<file path="src/rtl/apu_note_sequencer_if.sv">
// Note-write handshake from the register logic and the channel control bundle.
// The slave modport is the sequencer's view; master is the CPU/channel side.
interface apu_note_sequencer_if;
    logic        wr_valid;
    logic        wr_ready;
    logic [15:0] wr_period;
    logic [15:0] wr_duty;
    logic [15:0] wr_volume;
    logic [15:0] wr_length;
    logic [15:0] wr_decay;
    logic [15:0] ch_period;
    logic [15:0] ch_duty;
    logic [15:0] ch_volume;
    logic        ch_rstn;

    modport slave (
        input  wr_valid, wr_period, wr_duty, wr_volume, wr_length, wr_decay,
        output wr_ready, ch_period, ch_duty, ch_volume, ch_rstn
    );

    modport master (
        output wr_valid, wr_period, wr_duty, wr_volume, wr_length, wr_decay,
        input  wr_ready, ch_period, ch_duty, ch_volume, ch_rstn
    );
endinterface

</file>
<file path="src/rtl/apu_note_sequencer.sv">
// Queues square-channel notes and plays them back-to-back with a linear decay envelope.
// Latency: write->LOAD 1 cycle, new ch_* after 2; backpressure: wr_ready low while the queue is full.
module apu_note_sequencer #(
    parameter int DEPTH = 4,
    parameter int CNT_W = 3
) (
    input  logic                 clk,
    input  logic                 rst,
    input  logic                 enable,
    input  logic                 tick,
    apu_note_sequencer_if.slave  bus,
    output logic                 busy,
    output logic [CNT_W-1:0]     fifo_count,
    output logic                 underrun
);
    localparam int AW = $clog2(DEPTH);

    typedef struct packed {
        logic [15:0] period;
        logic [15:0] duty;
        logic [15:0] volume;
        logic [15:0] length;
        logic [15:0] decay;
    } note_t;

    typedef enum logic [1:0] {IDLE, LOAD, PLAY} state_t;

    note_t         mem [DEPTH];
    note_t         wr_note;
    note_t         head;
    logic [AW-1:0] wr_ptr;
    logic [AW-1:0] rd_ptr;
    logic          push;
    logic          pop;

    state_t        state;
    logic [15:0]   remaining;
    logic [15:0]   decay_q;
    logic [16:0]   vol_diff;
    logic [15:0]   vol_next;

    assign wr_note = '{period: bus.wr_period, duty: bus.wr_duty, volume: bus.wr_volume,
                       length: bus.wr_length, decay: bus.wr_decay};

    assign bus.wr_ready = (fifo_count != CNT_W'(DEPTH));
    assign push         = bus.wr_valid && bus.wr_ready;
    assign pop          = (state == LOAD);
    assign head         = mem[rd_ptr];

    // Borrow out of the 17-bit difference means the envelope has bottomed out.
    assign vol_diff = {1'b0, bus.ch_volume} - {1'b0, decay_q};
    assign vol_next = vol_diff[16] ? 16'd0 : vol_diff[15:0];

    always_ff @(posedge clk) begin
        if (push) begin
            mem[wr_ptr] <= wr_note;
        end
    end

    always_ff @(posedge clk or posedge rst) begin
        if (rst) begin
            wr_ptr     <= '0;
            rd_ptr     <= '0;
            fifo_count <= '0;
        end else begin
            if (push) begin
                wr_ptr <= wr_ptr + AW'(1);
            end
            if (pop) begin
                rd_ptr <= rd_ptr + AW'(1);
            end
            case ({push, pop})
                2'b10:   fifo_count <= fifo_count + CNT_W'(1);
                2'b01:   fifo_count <= fifo_count - CNT_W'(1);
                default: fifo_count <= fifo_count;
            endcase
        end
    end

    always_ff @(posedge clk or posedge rst) begin
        if (rst) begin
            state         <= IDLE;
            remaining     <= '0;
            decay_q       <= '0;
            bus.ch_period <= '0;
            bus.ch_duty   <= '0;
            bus.ch_volume <= '0;
            bus.ch_rstn   <= 1'b0;
            busy          <= 1'b0;
            underrun      <= 1'b0;
        end else begin
            underrun <= 1'b0;
            case (state)
                IDLE: begin
                    bus.ch_volume <= '0;
                    if (enable && fifo_count != '0) begin
                        state       <= LOAD;
                        bus.ch_rstn <= 1'b0;
                        busy        <= 1'b1;
                    end else begin
                        bus.ch_rstn <= 1'b1;
                        busy        <= 1'b0;
                    end
                end

                LOAD: begin
                    remaining <= head.length;
                    decay_q   <= head.decay;
                    if (head.length != '0) begin
                        state         <= PLAY;
                        bus.ch_period <= head.period;
                        bus.ch_duty   <= head.duty;
                        bus.ch_volume <= head.volume;
                        bus.ch_rstn   <= 1'b1;
                        busy          <= 1'b1;
                    end else if (enable && fifo_count > CNT_W'(1)) begin
                        // Zero-length entry is dropped; chain straight into the next one.
                        state       <= LOAD;
                        bus.ch_rstn <= 1'b0;
                        busy        <= 1'b1;
                    end else begin
                        state         <= IDLE;
                        bus.ch_volume <= '0;
                        bus.ch_rstn   <= 1'b1;
                        busy          <= 1'b0;
                    end
                end

                PLAY: begin
                    if (!enable) begin
                        state         <= IDLE;
                        bus.ch_volume <= '0;
                        bus.ch_rstn   <= 1'b1;
                        busy          <= 1'b0;
                    end else if (tick) begin
                        remaining <= remaining - 16'd1;
                        if (remaining == 16'd1) begin
                            if (fifo_count != '0) begin
                                state         <= LOAD;
                                bus.ch_volume <= vol_next;
                                bus.ch_rstn   <= 1'b0;
                                busy          <= 1'b1;
                            end else begin
                                state         <= IDLE;
                                bus.ch_volume <= '0;
                                bus.ch_rstn   <= 1'b1;
                                busy          <= 1'b0;
                                underrun      <= 1'b1;
                            end
                        end else begin
                            bus.ch_volume <= vol_next;
                        end
                    end
                end

                default: begin
                    state       <= IDLE;
                    bus.ch_rstn <= 1'b1;
                    busy        <= 1'b0;
                end
            endcase
        end
    end
endmodule

</file>
<file path="src/flat_wrapper.sv">
// flat-port wrapper written by rule: the top's interface ports become plain ports
module apu_note_sequencer_flat 
#(
    parameter int DEPTH = 4,
    parameter int CNT_W = 3
)
  (clk, rst, enable, tick, busy, fifo_count, underrun, bus_wr_valid, bus_wr_period, bus_wr_duty, bus_wr_volume, bus_wr_length, bus_wr_decay, bus_wr_ready, bus_ch_period, bus_ch_duty, bus_ch_volume, bus_ch_rstn);
  apu_note_sequencer_if bus_i ();
  input  logic clk;
  input  logic rst;
  input  logic enable;
  input  logic tick;
  output logic busy;
  output logic [CNT_W-1:0] fifo_count;
  output logic underrun;
  input wire logic [$bits(bus_i.wr_valid)-1:0] bus_wr_valid;
  input wire logic [$bits(bus_i.wr_period)-1:0] bus_wr_period;
  input wire logic [$bits(bus_i.wr_duty)-1:0] bus_wr_duty;
  input wire logic [$bits(bus_i.wr_volume)-1:0] bus_wr_volume;
  input wire logic [$bits(bus_i.wr_length)-1:0] bus_wr_length;
  input wire logic [$bits(bus_i.wr_decay)-1:0] bus_wr_decay;
  output wire logic [$bits(bus_i.wr_ready)-1:0] bus_wr_ready;
  output wire logic [$bits(bus_i.ch_period)-1:0] bus_ch_period;
  output wire logic [$bits(bus_i.ch_duty)-1:0] bus_ch_duty;
  output wire logic [$bits(bus_i.ch_volume)-1:0] bus_ch_volume;
  output wire logic [$bits(bus_i.ch_rstn)-1:0] bus_ch_rstn;
  assign bus_i.wr_valid = bus_wr_valid;
  assign bus_i.wr_period = bus_wr_period;
  assign bus_i.wr_duty = bus_wr_duty;
  assign bus_i.wr_volume = bus_wr_volume;
  assign bus_i.wr_length = bus_wr_length;
  assign bus_i.wr_decay = bus_wr_decay;
  assign bus_wr_ready = bus_i.wr_ready;
  assign bus_ch_period = bus_i.ch_period;
  assign bus_ch_duty = bus_i.ch_duty;
  assign bus_ch_volume = bus_i.ch_volume;
  assign bus_ch_rstn = bus_i.ch_rstn;
  apu_note_sequencer #(.DEPTH(DEPTH), .CNT_W(CNT_W)) u_core (.clk(clk), .rst(rst), .enable(enable), .tick(tick), .bus(bus_i), .busy(busy), .fifo_count(fifo_count), .underrun(underrun));
endmodule
</file>
<file path="config.mk">
export PLATFORM = sky130hd
export DESIGN_NAME = apu_note_sequencer_flat
export DESIGN_NICKNAME = d
export VERILOG_FILES = /design/src/rtl/apu_note_sequencer_if.sv /design/src/rtl/apu_note_sequencer.sv /design/src/flat_wrapper.sv
export SDC_FILE = /design/constraint.sdc
export NUM_CORES = 1
export LEC_CHECK = 0
export ABC_AREA = 0
export CELL_PAD_IN_SITES_DETAIL_PLACEMENT = 2
export CELL_PAD_IN_SITES_GLOBAL_PLACEMENT = 2
export CORE_UTILIZATION = 47
export CTS_BUF_LIST = sky130_fd_sc_hd__clkbuf_16
export CTS_CLUSTER_SIZE = 12
export DETAILED_ROUTE_END_ITERATION = 8
export PLACE_DENSITY = 0.82
export SYNTH_ARGS = -nofsm -noshare
export SYNTH_HDL_FRONTEND = slang
export SYNTH_SLANG_ARGS = --single-unit
</file>
<file path="constraint.sdc">
create_clock -name clk -period 4.6 [get_ports clk]
set_input_delay 0.92 -clock clk [delete_from_list [all_inputs] [get_ports clk]]
set_output_delay 0.92 -clock clk [all_outputs]
set_load 0.005 [all_outputs]
</file>
# After elaboration in Yosys (flattened, before gate mapping)
# Memories as Yosys holds them, arrays and structs flattened.
# Index checks and enable logic that the tools add are counted.
[classes] n_lt_le_gt_ge=1 n_mux=42 n_div=0 n_mul=0 shifts=0 n_eq_ne=12 n_addsub=6 n_reduce_logical=14 n_bitwise=0
[ops] operator="$mux 16" count=9
[ops] operator="$pmux 16 s3" count=1
[ops] operator="$pmux 16 s2" count=1
[ops] operator="$mux 1" count=22
[ops] operator="$sub 16x16->17" count=1
[ops] operator="$eq 16x1->1 const B" count=1
[ops] operator="$reduce_bool 16->1" count=1
[ops] operator="$sub 16x1->16 const B" count=1
[ops] operator="$mux 2" count=5
[ops] operator="$ne 3x3->1 const B" count=3
[ops] operator="$reduce_and 3->1" count=3
[ops] operator="$pmux 1 s3" count=2
[ops] operator="$pmux 2 s3" count=1
[ops] operator="$pmux 3 s2" count=1
[ops] operator="$reduce_bool 3->1" count=2
[ops] operator="$add 2x1->2 const B" count=2
[ops] operator="$eq 2x1->1 const B" count=2
[ops] operator="$eq 2x2->1 const B" count=2
[ops] operator="$ne 2x2->1 const B" count=2
[ops] operator="$reduce_and 2->1" count=2
[ops] operator="$reduce_bool 2->1" count=2
[ops] operator="$add 3x1->3 const B" count=1
[ops] operator="$gt 3x1->1 const B" count=1
[ops] operator="$logic_and 1x1->1" count=3
[ops] operator="4 further kinds" count=4
[word_totals] in_bits=85 mem_bits_ro=0 memories=1 ram_bits=320 reg_bits=92 latch_bits=0 output_inout_bits=55
[memory_table] name="u_core.mem" depth=4 word_bits=80 read_ports=1 rd_clocked_by_memory_dff=0 write_ports=1 line_no="apu_note_sequencer.sv:28" source="note_t mem [DEPTH];"

# Logic depth before layout (Yosys ltp)
# Gate-level depths: netlist of run 1.
[depth] word_depth=7 mapped_depth=11 ltp_nobuf=11

# Least setup slack after synthesis of run 1
# OpenSTA, ideal clock, no wires.
[synth_timing] path_type="input to register" from="input port bus_wr_valid" to="memory u_core.mem[1][0] in the netlist's numbering, enable pin" setup_slack_ns=1.317 path_stages=1 arrival_time_ns=2.835 setup_time_ns=0.448 path_buffers=0 cell_sequence="and3_1"
[synth_between] elab_chain_len=3
[synth_rtl] element="start: declaration" line_no="flat_wrapper.sv:16" source="input wire logic [$bits(bus_i.wr_valid)-1:0] bus_wr_valid;"
[synth_rtl] element="$logic_and 1x1->1" line_no="apu_note_sequencer.sv:46" source="assign push = bus.wr_valid && bus.wr_ready;"
[synth_rtl] element="$mux 1" line_no="apu_note_sequencer.sv:55" source="if (push) begin"
[synth_rtl] element="$mux 1 (implied by the code)" line_no="apu_note_sequencer.sv:56" source="mem[wr_ptr] <= wr_note;"
[synth_rtl] element="end: declaration" line_no="apu_note_sequencer.sv:28"
# No other way between the ends.

# Worst setup path in the final report of run 1
[layout_timing] from="register u_core.rd_ptr[0]" to="register u_core.bus.ch_duty[6]"
[layout_between] elab_chain_len=3
[layout_rtl] element="start: declaration" line_no="apu_note_sequencer.sv:32" source="logic [AW-1:0] rd_ptr;"
[layout_rtl] element="start signal: assignment" line_no="apu_note_sequencer.sv:70" source="rd_ptr <= rd_ptr + AW'(1);"
[layout_rtl] element="$mem_v2 4x80 *"
[layout_rtl] element="$reduce_bool 16->1" line_no="apu_note_sequencer.sv:109" source="if (head.length != '0) begin"
[layout_rtl] element="$reduce_and 2->1 (no line)"
[layout_rtl] element="end signal: assignment" line_no="apu_note_sequencer.sv:112" source="bus.ch_duty <= head.duty;"
[layout_rtl] element="end: declaration" line_no="apu_note_sequencer_if.sv:18" source="output wr_ready, ch_period, ch_duty, ch_volume, ch_rstn"
# Every way passes the cells marked *; elsewhere a longest branch is shown, timed or not.
# A chain may end at the register's enable or synchronous reset.

==> flow_summary.json, run 1 <==
{
  "cp-start-kind": "flip-flop",
  "syn_nets": 1067,
  "worstHoldStart": "u_core.busy",
  "ios": 140,
  "synth_top_cell_by_area": "edfxtp_1",
  "min_period_ns": 3.59,
  "design.die.area_um2": 36400,
  "cpMaxStageDelayCell": "dfrtp_4",
  "drv_slew": 0,
  "leakagePower_nw": 7.09,
  "setup-tns-final_ns": 0,
  "cts.sinks": 412,
  "dp.cells": 1517,
  "vdd_ir_drop_max_uv": 407,
  "fin_total_pwr_mw": 14.2,
  "ys_top_cells_by_area": "edfxtp_1 (57%), dfrtp_1 (14%), mux4_2 (11%)",
  "fp.coreArea_um2": 34800,
  "worstHoldEndpoint": "u_core.busy",
  "worst_pin_slew_ns": 1.37,
  "gp_congestion": 0.787,
  "drt-total-wl_mm": 47.0,
  "vias": 9348,
  "critPathKind": "flip-flop to flip-flop",
  "relSlewSlack_pct": 8.04,
  "min_path_type": "flip-flop to flip-flop",
  "post_cts_buffers": 0,
  "syn_inst": 949,
  "nets": 1226,
  "port_buffers": 139,
  "syn_avg_cell_area_um2": 17.6,
  "cp.arrival_ns": 4.01,
  "die_height_um": 191,
  "fmax_ghz": 0.278,
  "placementRows": 68,
  "r2r_end": "u_core.bus.ch_duty[6]",
  "wl_per_cell_um": 29.4,
  "synth_warnings": 0,
  "clk_path_buf_depth": 3,
  "postSynth.asyncResetShare_pct": 22.3,
  "clk_root_buffer_cell": "clkbuf_16",
  "clkSlewWorstSetupHoldPaths_ns": 0.06,
  "comb_power_share_pct": 36.4,
  "grt_pass1_wl_mm": 70.8,
  "hpwl_mm": 28.8,
  "hold_depth": 2,
  "grt_pass1_vias": 10578,
  "crit_chain": "mux4_2, nor4_1, nand4_1, and2_2, buf_4, mux2_4",
  "drive_above_1_share_pct": 17.2,
  "fillers": 2922,
  "cts_tree": "done",
  "dr.pass1.iters": 4,
  "rsz0062_at_grt": "no",
  "die_x_um": 191,
  "regToRegSetupSlack_ns": 1.01,
  "overflow": 0,
  "viasPerCell": 5.85,
  "period_share_pct": 78.1,
  "p_switching_mw": 4.88,
  "fin_hold_ws_ns": 0.516,
  "setup_viol": 0,
  "pwr-share-clk_pct": 23.4,
  "synthFlopType": "edfxtp_1",
  "antenna_left": 0,
  "power_frac_seq_pct": 40.2,
  "p_int_mw": 9.34,
  "synth_area_um2": 16700,
  "start_util_pct": 48.1,
  "power_density_nw_per_um2": 712,
  "instances_no_fill": 1598,
  "seq_area_frac_synth_pct": 71.2,
  "reg2reg_depth": 6,
  "status": "finished clean",
  "critPathMaxFanout": 32,
  "synth.most_common_cell": "edfxtp_1",
  "cp.required_ns": 5.02,
  "synth-edff-count": 320,
  "synthToLayoutAreaGrowth_pct": 19.4,
  "sw_frac_of_total_pct": 34.3,
  "numCtsBuffers": 44,
  "cts_resized": 0,
  "hold_violations": 0,
  "cap_viol_max_count": 0,
  "clkLatencyLatePin_ns": 0.55,
  "skew_ns": 0.0155,
  "synth-seq-cells": 412,
  "hold_buffers": 0,
  "grt_max_degree": 64,
  "critPathMaxStageDelay_ns": 0.69,
  "synth_top_area_share_pct": 57.4,
  "r2r-start": "u_core.rd_ptr[0]",
  "first_iter_violations": 564,
  "worst_setup_path_end_kind": "flip-flop",
  "htreeDepth": 2,
  "ys_top_cells_by_count": "edfxtp_1 (320), dfrtp_1 (92), mux4_2 (80), nand2_1 (56), o21ai_0 (55)",
  "drc": 0,
  "grt_use_total_pct": 27.1,
  "synth.distinct_cells": 62,
  "antenna_found_initial": 3
}
[registers in the layout, indices dropped and copies added (netlist names)]
name / count
u_core.rd_ptr: 2
u_core.bus.ch_volume: 16
u_core.state: 2
u_core.remaining: 16
u_core.decay_q: 16
u_core.fifo_count: 3
u_core.underrun: 1
u_core.wr_ptr: 2
u_core.bus.ch_period: 16
u_core.bus.ch_rstn: 1
u_core.mem: 320
u_core.busy: 1
u_core.bus.ch_duty: 16
[metal layers]
| metal | part of all wire, % | track usage, % |
|---|---|---|
| met5 | 0.053 | 0 |
| met4 | 2.1 | 7.14 |
| met3 | 4.9 | 4.71 |
| met2 | 52 | 47.2 |
| met1 | 41 | 35.0 |
[per-stage QoR]
stage               util [%]  instance area (µm²)  worst slack (ns)
floorplan                  -                16700              1.29
global placement        53.6                18700              1.24
detailed placement      53.6                18700              1.08
CTS                     57.4                20000             0.953
global route            57.4                20000             0.775
finish                  57.4                20000              1.01
[worst max path at each step]
stage                            startpoint                 endpoint  slack [ns]  cells after the start
finish                     u_core.rd_ptr[0]    u_core.bus.ch_duty[6]        1.01                      6
global route        u_core.bus.ch_volume[0]  u_core.bus.ch_volume[5]        0.77                     11
CTS                        u_core.rd_ptr[0]  u_core.bus.ch_period[2]        0.95                      6
detailed placement         u_core.rd_ptr[0]    u_core.bus.ch_duty[3]        1.08                      6
global placement           u_core.rd_ptr[0]    u_core.bus.ch_duty[3]        1.24                      6
floorplan                               rst    u_core.bus.ch_duty[0]        1.29                      1
[power groups by stage]
stage | registers [mW] | clock network [mW] | logic, mW
after floorplan | 5.47 | 0 | 3.42
after global placement | 5.63 | 0 | 4.81
after detailed placement | 5.74 | 0 | 5.12
after CTS | 5.72 | 3.39 | 5.26
after global routing | 5.80 | 3.50 | 5.61
final | 5.72 | 3.33 | 5.18
[worst max-delay path, delay by kind of cell, from the launching register on]
family	cells	cell delay (ns)
buffers and inverters	1	0.41
DFF	1	0.69
muxes	2	1.01
and+or+nand+nor	3	1.30
[cell families after synthesis]
logic type	share of synthesized area (%)
flops	71.2
fa+ha+maj	2.51
mux	14.1
compound gates	5.38
simple gates	4.11
buf+inv	2.16
xor+xnor	0.576
[placed cells by master (no fill, tap or decap), drive strengths merged, types with 3 or more instances in the layout]
master / netlist / routed
nor4: 5 / 5
nor2b: 3 / 3
buf: 25 / 13
nand2: 57 / 57
o21a: 3 / 3
mux2: 34 / 34
o21ai: 56 / 56
dfrtp: 92 / 92
o22ai: 8 / 8
mux2i: 5 / 5
xnor2: 7 / 7
and3: 4 / 4
clkdlybuf4s50: 0 / 139
clkbuf: 14 / 45
a21oi: 43 / 43
edfxtp: 320 / 320
nand2b: 12 / 12
a211oi: 6 / 6
mux4: 80 / 80
ha: 32 / 32
clkinv: 0 / 15
a32oi: 4 / 4
nor3: 5 / 5
nor2: 33 / 33
a22oi: 11 / 11
xor2: 4 / 4
inv: 40 / 58
nand3: 8 / 8
nand4: 3 / 3
[area by class of cell]
cell class / instances / area, µm² / area share (%)
diodes: 1 / 2.50 / 0.0125
flip-flops and latches: 412 / 11900 / 59.6
clock buffers: 45 / 1130 / 5.64
multi-input cells: 458 / 4480 / 22.4
well taps: 455 / 569 / 2.85
inverters: 40 / 153 / 0.764
repair buffers: 152 / 1540 / 7.70
clock inverters: 35 / 190 / 0.952
Note: power is estimated with default switching activity, not from simulation.
==> inputs of run 2 (changes only) <==
Settings changed: CORE_UTILIZATION 47 to 43, PLACE_DENSITY 0.82 to 0.76.
Clock period 4.6 ns to 3.7 ns, I/O delays scaled along.
==> run 2 against run 1 <==
  * Combinational power up 23%
  * Sequential power up 23%
  * Core utilization down 4.2 points
  * Via count down 1.7%
  * Design area up 1.2%
  * Largest power group unchanged
  * Critical path type unchanged
  * Highest routed layer unchanged
  * Routed wire length down 8.7%
  * Sequential share of layout area down 0.72 points
  * Final cell count up 4.5%
  * Non-clock buffer count up 13
  * Clock power up 26%
  * First-iteration DRC count down 24%
==> flow_summary.json, run 2 (synthesis results as in run 1) <==
{
  "status": "finished clean",
  "clkLatencyLatePin_ns": 0.58,
  "drc": 0,
  "leakagePower_nw": 7.18,
  "die_height_um": 199,
  "final_cell_mix": "edfxtp_1 (320), clkdlybuf4s50_1 (139), dfrtp_1 (90)",
  "start_util_pct": 44.0,
  "worst_setup_path_end_kind": "flip-flop",
  "setup_slack_ns": 0.399,
  "r2r_end": "u_core.bus.ch_volume[13]",
  "grt_use_total_pct": 22.7,
  "pre_cts_slack_ns": 0.502,
  "setup-tns-final_ns": 0,
  "grt_max_degree": 66,
  "fmax_ghz": 0.303,
  "grt-busiest-layer": "met2",
  "dr.pass1.iters": 5,
  "setup_viol": 0,
  "htreeDepth": 2,
  "period_share_pct": 89.2,
  "cts_resized": 0,
  "power_density_nw_per_um2": 871,
  "reg2reg_depth": 12,
  "fin_total_pwr_mw": 17.6,
  "nets": 1240,
  "clkSlewWorstSetupHoldPaths_ns": 0.06,
  "gp_congestion": 0.806,
  "worst_pin_slew_ns": 1.07,
  "worstHoldStart": "u_core.busy",
  "first_iter_violations": 428,
  "cts.sinks": 412,
  "layout_commonest_cell": "edfxtp_1",
  "fillers": 3413,
  "rsz0062_at_grt": "no",
  "hold_violations": 0,
  "grt_pass1_wl_mm": 65.6,
  "cts_tree": "done",
  "grt_pass1_vias": 10364,
  "min_path_type": "flip-flop to flip-flop",
  "drive_above_1_share_pct": 18.3,
  "regToRegSetupSlack_ns": 0.40,
  "post_cts_buffers": 0,
  "viasPerCell": 5.50,
  "largest_reg_flops": 320,
  "synthToLayoutAreaGrowth_pct": 20.9,
  "skew_ns": 0.0161,
  "placementRows": 71,
  "port_buffers": 139,
  "ios": 140,
  "antenna_left": 0,
  "fin_hold_ws_ns": 0.508,
  "drt-total-wl_mm": 42.9,
  "r2r-start": "u_core.bus.ch_volume[0]",
  "grtUsageMet1_pct": 29.2,
  "clk_root_buffer_cell": "clkbuf_16",
  "critPathMaxFanout": 10,
  "overflow": 0,
  "critPathKind": "flip-flop to flip-flop",
  "relSlewSlack_pct": 28.0,
  "clk_path_buf_depth": 3,
  "hold_depth": 2,
  "vias": 9187,
  "vdd_ir_drop_max_uv": 479,
  "regMostFlops": "u_core.mem",
  "design.die.area_um2": 39700,
  "numCtsBuffers": 45,
  "hold_buffers": 0,
  "antenna_found_initial": 5,
  "wl_per_cell_um": 25.7,
  "cap_viol_max_count": 0,
  "postLayoutCoreUtil_pct": 53.2,
  "fp.coreArea_um2": 38000,
  "cp.arrival_ns": 3.77,
  "cp.required_ns": 4.17,
  "hpwl_mm": 28.2,
  "use_met3_pct": 4.66,
  "grt_use_met2_pct": 38.8,
  "drv_slew": 0,
  "min_period_ns": 3.30,
  "cp-start-kind": "flip-flop",
  "worstHoldEndpoint": "u_core.busy",
  "die_x_um": 199
}
run 2: cell count changes in the layout (fill, tap and decap cells not counted), sizes merged:
| cell | change |
|---|---|
| buf | +13 |
| clkbuf | +1 |
| clkinvlp | +1 |
| diode | +1 |
run 2: critical path, stage by stage (launching register included):
cell and delay (ns):
dfrtp_1 0.34, inv_1 0.08, ha_1 0.24, fa_1 0.44, nand2b_1 0.20, a21oi_1 0.33
o21ai_0 0.22, a31o_2 0.31, a21boi_1 0.27, buf_4 0.24, nand2_1 0.07, mux2_2 0.27
a21oi_1 0.19
run 2: metal layers:
metal | wire, µm | vias up
met2 | 21900 | 189
met3 | 1970 | 78
li1 | - | 4057
met4 | 1000 | 6
met5 | 42 | -
met1 | 18000 | 4857
run 2: final cells by class:
cell class / instances / area [µm²] / share of cell area (%)
flip-flops and latches: 412 / 11900 / 58.9
multi-input cells: 458 / 4480 / 22.2
repair buffers: 165 / 1650 / 8.15
clock buffers: 46 / 1150 / 5.69
well taps: 511 / 639 / 3.16
clock inverters: 36 / 229 / 1.13
inverters: 40 / 153 / 0.755
diodes: 2 / 5.00 / 0.0247
run 2: metrics by stage:
stage | instances | instance area [µm²]
2_1_floorplan | 949 | 16700
3_3_place_gp | 1586 | 18800
3_5_place_dp | 1586 | 18800
4_1_cts | 1668 | 20200
5_1_grt | 1669 | 20200
6_report | 1670 | 20200
run 2: worst max-delay path by stage:
stage               slack [ns]                     from  cells past startpoint                       end
global route              0.14  u_core.bus.ch_volume[0]                     12  u_core.bus.ch_volume[13]
CTS                       0.36  u_core.bus.ch_volume[0]                     12  u_core.bus.ch_volume[13]
detailed placement        0.50  u_core.bus.ch_volume[0]                     12  u_core.bus.ch_volume[15]
finish                    0.40  u_core.bus.ch_volume[0]                     12  u_core.bus.ch_volume[13]
floorplan                 0.47     u_core.fifo_count[0]                      4          u_core.mem[0][0]
global placement          0.61         u_core.rd_ptr[0]                      5     u_core.bus.ch_duty[2]
run 2: report_power, final:
part	internal (mW)	total [mW]	switching [mW]
Clock	2.39	4.20	1.81
Combinational	3.03	6.39	3.37
Sequential	6.29	7.02	0.729
Total	11.7	17.6	5.91
